--- src/rtl/mem_access_unit.sv ---
// Load/store unit for a word-wide synchronous data RAM without byte enables.
// Loads read one word and extract/extend the addressed lane; sub-word stores
// read the word, merge the new lane in and write the whole word back.
//
// Request handshake: req is a single-cycle-qualified strobe that is taken only
// while the unit sits in IDLE (the edge where state==IDLE and req==1 accepts it);
// req in any other state is ignored. Completion is signalled by a one-cycle done
// pulse, with err raised in the same cycle when the request was rejected.
module mem_access_unit #(
  parameter int DEPTH_BITS = 5
) (
  input  logic        clock,
  input  logic        nReset,
  input  logic        req,
  input  logic        we,
  input  logic [2:0]  funct3,
  input  logic [31:0] addr,
  input  logic [31:0] wdata,
  output logic        busy,
  output logic        done,
  output logic        err,
  output logic [31:0] rdata,
  output logic        ramR,
  output logic        ramW,
  output logic [31:0] ramAddr,
  output logic [31:0] ramDataW,
  input  logic [31:0] ramDataR,
  output logic [2:0]  state_dbg
);

  typedef enum logic [2:0] {
    IDLE  = 3'd0,
    RD    = 3'd1,
    CAP   = 3'd2,
    MERGE = 3'd3,
    WR    = 3'd4,
    FIN   = 3'd5
  } state_t;

  state_t      state, nxt;
  logic [2:0]  f3_q;
  logic [1:0]  off_q;
  logic [31:0] wreg_q;
  logic        rmw_q;
  logic        err_q;

  logic        accept;
  logic        illegal;
  logic        misaligned;
  logic        bad;
  logic [7:0]  byte_v;
  logic [15:0] half_v;
  logic [31:0] load_val;
  logic [31:0] merged;
  logic        unused_addr;

  // High address bits alias onto the RAM; they are intentionally dropped.
  assign unused_addr = ^addr[31:DEPTH_BITS+2];

  assign state_dbg = state;
  assign accept    = (state == IDLE) && req;

  // Request classification on the live inputs, used only at accept time.
  always_comb begin
    illegal    = (funct3 == 3'b011) || (funct3[2:1] == 2'b11) || (funct3[2] && we);
    misaligned = ((funct3[1:0] == 2'b01) && addr[0]) ||
                 ((funct3[1:0] == 2'b10) && (addr[1:0] != 2'b00));
    bad        = illegal || misaligned;
  end

  // Lane extraction/extension for loads and lane merge for sub-word stores.
  always_comb begin
    byte_v   = ramDataR[{off_q, 3'b000} +: 8];
    half_v   = off_q[1] ? ramDataR[31:16] : ramDataR[15:0];
    load_val = ramDataR;
    case (f3_q)
      3'b000:  load_val = {{24{byte_v[7]}}, byte_v};
      3'b001:  load_val = {{16{half_v[15]}}, half_v};
      3'b100:  load_val = {24'd0, byte_v};
      3'b101:  load_val = {16'd0, half_v};
      default: load_val = ramDataR;
    endcase
    merged = ramDataR;
    if (f3_q[0]) begin
      merged[{off_q[1], 4'b0000} +: 16] = wreg_q[15:0];
    end else begin
      merged[{off_q, 3'b000} +: 8] = wreg_q[7:0];
    end
  end

  // State register.
  always_ff @(posedge clock or negedge nReset) begin
    if (!nReset) state <= IDLE;
    else         state <= nxt;
  end

  // Next-state and Moore output decode; RAM strobes come straight from state.
  always_comb begin
    nxt      = state;
    busy     = 1'b0;
    done     = 1'b0;
    err      = 1'b0;
    ramR     = 1'b0;
    ramW     = 1'b0;
    ramDataW = 32'd0;
    case (state)
      IDLE: begin
        if (req) begin
          if (bad)                     nxt = FIN;
          else if (!we)                nxt = RD;
          else if (funct3 == 3'b010)   nxt = WR;
          else                         nxt = RD;
        end
      end
      RD: begin
        busy = 1'b1;
        ramR = 1'b1;
        nxt  = rmw_q ? MERGE : CAP;
      end
      CAP: begin
        busy = 1'b1;
        nxt  = FIN;
      end
      MERGE: begin
        busy = 1'b1;
        nxt  = WR;
      end
      WR: begin
        busy     = 1'b1;
        ramW     = 1'b1;
        ramDataW = wreg_q;
        nxt      = FIN;
      end
      FIN: begin
        done = 1'b1;
        err  = err_q;
        nxt  = IDLE;
      end
      default: nxt = IDLE;
    endcase
  end

  // Request latches, write word, load result and RAM word index.
  always_ff @(posedge clock or negedge nReset) begin
    if (!nReset) begin
      f3_q    <= 3'd0;
      off_q   <= 2'd0;
      wreg_q  <= 32'd0;
      rmw_q   <= 1'b0;
      err_q   <= 1'b0;
      rdata   <= 32'd0;
      ramAddr <= 32'd0;
    end else begin
      if (accept) begin
        f3_q    <= funct3;
        off_q   <= addr[1:0];
        wreg_q  <= wdata;
        rmw_q   <= we && !bad && (funct3 != 3'b010);
        err_q   <= bad;
        ramAddr <= {{(32-DEPTH_BITS){1'b0}}, addr[DEPTH_BITS+1:2]};
      end
      if (state == CAP)   rdata  <= load_val;
      if (state == MERGE) wreg_q <= merged;
    end
  end

endmodule

--- config.mk ---
export PLATFORM = sky130hd
export DESIGN_NAME = mem_access_unit
export DESIGN_NICKNAME = d
export VERILOG_FILES = /design/src/rtl/mem_access_unit.sv
export SDC_FILE = /design/constraint.sdc
export NUM_CORES = 1
export LEC_CHECK = 0
export ABC_AREA = 1
export CORE_MARGIN = 1.5
export CORE_UTILIZATION = 50
export DETAILED_ROUTE_END_ITERATION = 16
export DONT_BUFFER_PORTS = 1
export PLACE_DENSITY = 0.68
export RECOVER_POWER = 25
export SLEW_MARGIN = 0
export SYNTH_ARGS = -nofsm -noshare
export SYNTH_HDL_FRONTEND = slang
export SYNTH_SLANG_ARGS = --single-unit
export TNS_END_PERCENT = 1
--- constraint.sdc ---
create_clock -name clock -period 2 [get_ports clock]
set_clock_uncertainty 0.2 [all_clocks]
set_input_delay 0.4 -clock clock [delete_from_list [all_inputs] [get_ports clock]]
set_output_delay 0.4 -clock clock [all_outputs]
set_load 0.02 [all_outputs]
==> out/results.env <==
TIMING.FINAL.CRIT_SHARE=1.014
DRIVE_ABOVE_1_SHARE=0.1331
SYN-MEAN-INSTANCE-AREA_SQ_UM=6.223
CP_DATA_ARRIVAL_TIME_NS=1.43
BOUNDARYPINS=207
SYNTH_LARGEST_AREA_CELL='sky130_fd_sc_hd__dfrtp_1'
WORST_HOLD_SLACK_NS=-0.4558
INITIAL_UTIL=0.5167
VIAS_IN_THE_FIRST_GLOBAL_ROUTE=5044
TOP_CELLS_BY_COUNT_SYNTH='sky130_fd_sc_hd__nand2_1, sky130_fd_sc_hd__nor2_1, sky130_fd_sc_hd__inv_1, sky130_fd_sc_hd__dfrtp_1, sky130_fd_sc_hd__nand3_1'
FIRST_PASS_GRT_WIRE_LENGTH_MM=25.88
TRITONCTS='yes'
WORST_EP_REQUIRED_TIME_NS=1.40
SYNTH_FA_HA_AREA_FRAC=0.01107
YOSYSUNIQUECELLTYPES=29
CRITPATHCAPTURETYPE='primary output'
VIAS=5622
PEAKVDDDROP_mV=0.9465
ANTENNA_CELLS_INSERTED=0
TIMING_HOLD_VIOLATIONS_FINAL=79
CRITPATHSLOWESTCELL='sky130_fd_sc_hd__dfrtp_2'
FINALNONFILLERCELLS=1102
YOSYS.CELL_COUNT.TOP_TYPE='sky130_fd_sc_hd__nand2_1'
FAILED_CHECKS='hold timing, setup timing'
WL_PER_CELL_UM=15.13
INSERTION_DELAY_NS=0.35
SYNTH_TOP_FAMILY_BY_AREA='simple AND/OR/NAND/NOR gates'
DRT-INITIAL-DRC-COUNT=518
STATIC-LEAKAGE-POWER_nW=3.580
GLOBALROUTEOVERFLOWTOTAL=0
WORST_PATH_DOMINANT_CELL_FAMILY='flip-flops'
BUFFER_PORTS.INSERTED=0
WORST_SETUP_HOLD_PATH_CLK_SLEW_NS=0.06
FP-ROW-COUNT=38
GLOBALROUTEMET2UTIL=0.4442
USE_MET1=0.3893
DETAIL_ROUTE.FIRST_PASS.ITERATIONS=6
PIN_COUNT_OF_THE_BIGGEST_NET_ENTERING_GLOBAL_ROUTING=80
HOLD_CLASS='in2async'
START_KIND='register'
DRV_CAP=0
SYNTH_FLOP_TYPE='sky130_fd_sc_hd__dfrtp_1'
MAXCLOCKFREQUENCY_MHz=493.0
YOSYS_WARNINGS=0
WORSTPATHCELLLIST='nor2_4, nand2_4, buf_12, nor2_1, buf_4'
TOP_USAGE_LAYER='met2'
SYNTH_SEQUENTIAL_AREA_RATIO=0.3499
SLOWEST_DELAY_NS=0.43
SETUP_VIOL=21
SYNTH_AREA_LEADERS='sky130_fd_sc_hd__dfrtp_1, sky130_fd_sc_hd__nand2_1, sky130_fd_sc_hd__nor2_1, sky130_fd_sc_hd__inv_1, sky130_fd_sc_hd__nand3_1'
YS_SEQ_ELEMENTS=79
GLOBAL_ROUTE.USAGE.TOTAL=0.2854
GLOBALPLACE.CONGESTION=0.9184
FINISH.NET_COUNT=1065
DIE_WIDTH_UM=109.3
HOLD_BUFFERS=7
NUMBER_OF_FLOPS_MAPPED_TO_ENABLE_CELLS_BY_YOSYS=0
CTS-BUFFERS-INSERTED=9
TIMING_WORST_SETUP_PATH_TYPE='reg2out'
TRITONCTS_NUM_SINKS=79
CLOCKBUFFERDEPTH=2
POWER_DENSITY_nW_PER_UM2=1673
SYNTH_COMPOUND_GATE_AREA_SHARE=0.1065
STATUS='finished with violations'
DRCVIOLATIONCOUNT=0
FINAL_MAX_TRAN_VIOLS=0
DP.CELLS=1070
SYNTHDOMINANTCELLAREASHARE=0.3499
FINAL_CRITICAL_PATH_SETUP_SLACK_NS=-0.02851
FINALWIRELENGTH_MM=16.68
VIAS_PER_CELL=5.102
GRT_SETUP_UNREPAIRED='true'
CORE_AREA_SQ_UM=10940
SYNTH_XOR_AREA_FRAC=0
GRT.MET3_USAGE=0.05572
HPWLAFTERDP_MM=12.28
FINALWORSTPATHREQUIREDPERIOD_NS=2.029
NETLIST_INSTANCES=908
CTS_ROOT_BUFFER='sky130_fd_sc_hd__clkbuf_16'
FILLERINSTANCES=1129
CTS-HTREE-LEVELS=3
ANTENNA_LEFT=0
CRITICAL_PATH.MAX_FANOUT=31
WORST-PATH-BUF-INV=2
DIE_AREA_SQ_UM=11950
SYNTH-SIMPLE-AREA-SHARE=0.3853
SYNTH_ASYNC_SR_FLOP_SHARE=1.000
FLOORPLAN.DIE.HEIGHT_UM=109.3
MUX_SHARE_OF_POST_SYNTHESIS_CELL_AREA=0
DETAILEDPLACE.WORSTSLACK_NS=0.1090
INITIAL_ANTENNA_VIOLATION_COUNT=0
SYN2LAYOUT_AREA_GROWTH_PCT=16.12
MAPPEDNETLISTAREA_SQ_UM=5650
[sequential cells by signal, indices dropped and copies added, names as in the netlist]
name and count:
rmw_q 1, rdata 32, f3_q 3, err_q 1, off_q 2, state_dbg 3, ramAddr 5, wreg_q 32
[cell families after synthesis]
logic type,Yosys count
AOI/OAI and AO/OA,115
other,1
adders and majority gates,5
and+or+nand+nor,525
DFF,79
buffers and inverters,183
[final timing paths]
check / start / end / cells past startpoint / slack, ns
setup / recovery: state_dbg[1] / ramDataW[6] / 5 / -0.03
hold / removal: nReset / wreg_q[29] / 0 / -0.46
setup reg to reg: off_q[1] / wreg_q[17] / 10 / 0.13
hold reg to reg: wreg_q[25] / wreg_q[25] / 2 / 0.28
max in group asynchronous: nReset / state_dbg[1] / 0 / 1.93
min in group clock: addr[0] / off_q[0] / 2 / 0.03
[area by class of cell]
cell class / count / area (sq um) / share of cell area
clock buffers: 13 / 250.2 / 0.03814
clock inverters: 3 / 42.54 / 0.006484
inverters: 116 / 451.7 / 0.06884
multi-input cells: 672 / 2994 / 0.4563
flip-flops and latches: 79 / 1978 / 0.3015
well taps: 140 / 175.2 / 0.02670
repair buffers: 79 / 669.4 / 0.1020
[repair_timing]
item,4_1_cts,5_1_grt
setup endpoints to repair,35,55
resized for setup,13,17
setup buffers,1,8
hold endpoints to repair,86,79
pin swaps,1,3
[metrics by stage]
step | hold slack [ns] | util | instance area (sq um) | power [mW] | TNS, ns
2_1_floorplan | -0.09559 | - | 5749 | 7.390 | -1.253
3_3_place_gp | -0.09386 | 0.5515 | 6031 | 8.860 | 0
3_5_place_dp | -0.09402 | 0.5515 | 6031 | 8.927 | 0
4_1_cts | -0.4632 | 0.5891 | 6442 | 10.73 | -1.393
5_1_grt | -0.4638 | 0.6000 | 6561 | 11.91 | -2.042
6_report | -0.4558 | 0.6000 | 6561 | 10.98 | -0.1651
[metal layers]
layer  up-vias  wire length (um)  part of all wire
met5         -                 0                 0
met4         0               435             0.026
met3        28              1336             0.080
met2       220              7637              0.46
met1      2532              7266              0.44
li1       2842                 -                 -
[power by group]
part	leakage (nW)	switching (mW)	internal, mW
Clock	0.140	0.656	1.00
Combinational	2.49	3.67	2.13
Sequential	0.955	1.12	2.40
Total	3.58	5.44	5.53
[layout by cell type, fill, tap and decap left out, types with 2 or more instances in the layout]
| cell type | instances |
|---|---|
| sky130_fd_sc_hd__clkbuf_16 | 9 |
| sky130_fd_sc_hd__dlygate4sd3_1 | 7 |
| sky130_fd_sc_hd__buf_6 | 9 |
| sky130_fd_sc_hd__nand3_4 | 3 |
| sky130_fd_sc_hd__nand3_1 | 56 |
| sky130_fd_sc_hd__a21oi_1 | 50 |
| sky130_fd_sc_hd__nand2_2 | 2 |
| sky130_fd_sc_hd__nand2_4 | 4 |
| sky130_fd_sc_hd__nor2_1 | 124 |
| sky130_fd_sc_hd__buf_4 | 60 |
| sky130_fd_sc_hd__or2_2 | 12 |
| sky130_fd_sc_hd__clkinvlp_4 | 2 |
| sky130_fd_sc_hd__or2_1 | 4 |
| sky130_fd_sc_hd__inv_1 | 107 |
| sky130_fd_sc_hd__buf_12 | 2 |
| sky130_fd_sc_hd__ha_1 | 4 |
| sky130_fd_sc_hd__clkbuf_1 | 3 |
| sky130_fd_sc_hd__inv_4 | 2 |
| sky130_fd_sc_hd__inv_2 | 4 |
| sky130_fd_sc_hd__nor2_4 | 3 |
| sky130_fd_sc_hd__dfrtp_1 | 78 |
| sky130_fd_sc_hd__nor2_2 | 7 |
| sky130_fd_sc_hd__o21ai_0 | 52 |
| sky130_fd_sc_hd__conb_1 | 27 |
| sky130_fd_sc_hd__nand4_1 | 2 |
| sky130_fd_sc_hd__nor3_1 | 10 |
| sky130_fd_sc_hd__nand2_1 | 296 |
| sky130_fd_sc_hd__o22ai_1 | 12 |
No activity file was read; power rests on OpenSTA's default activity.
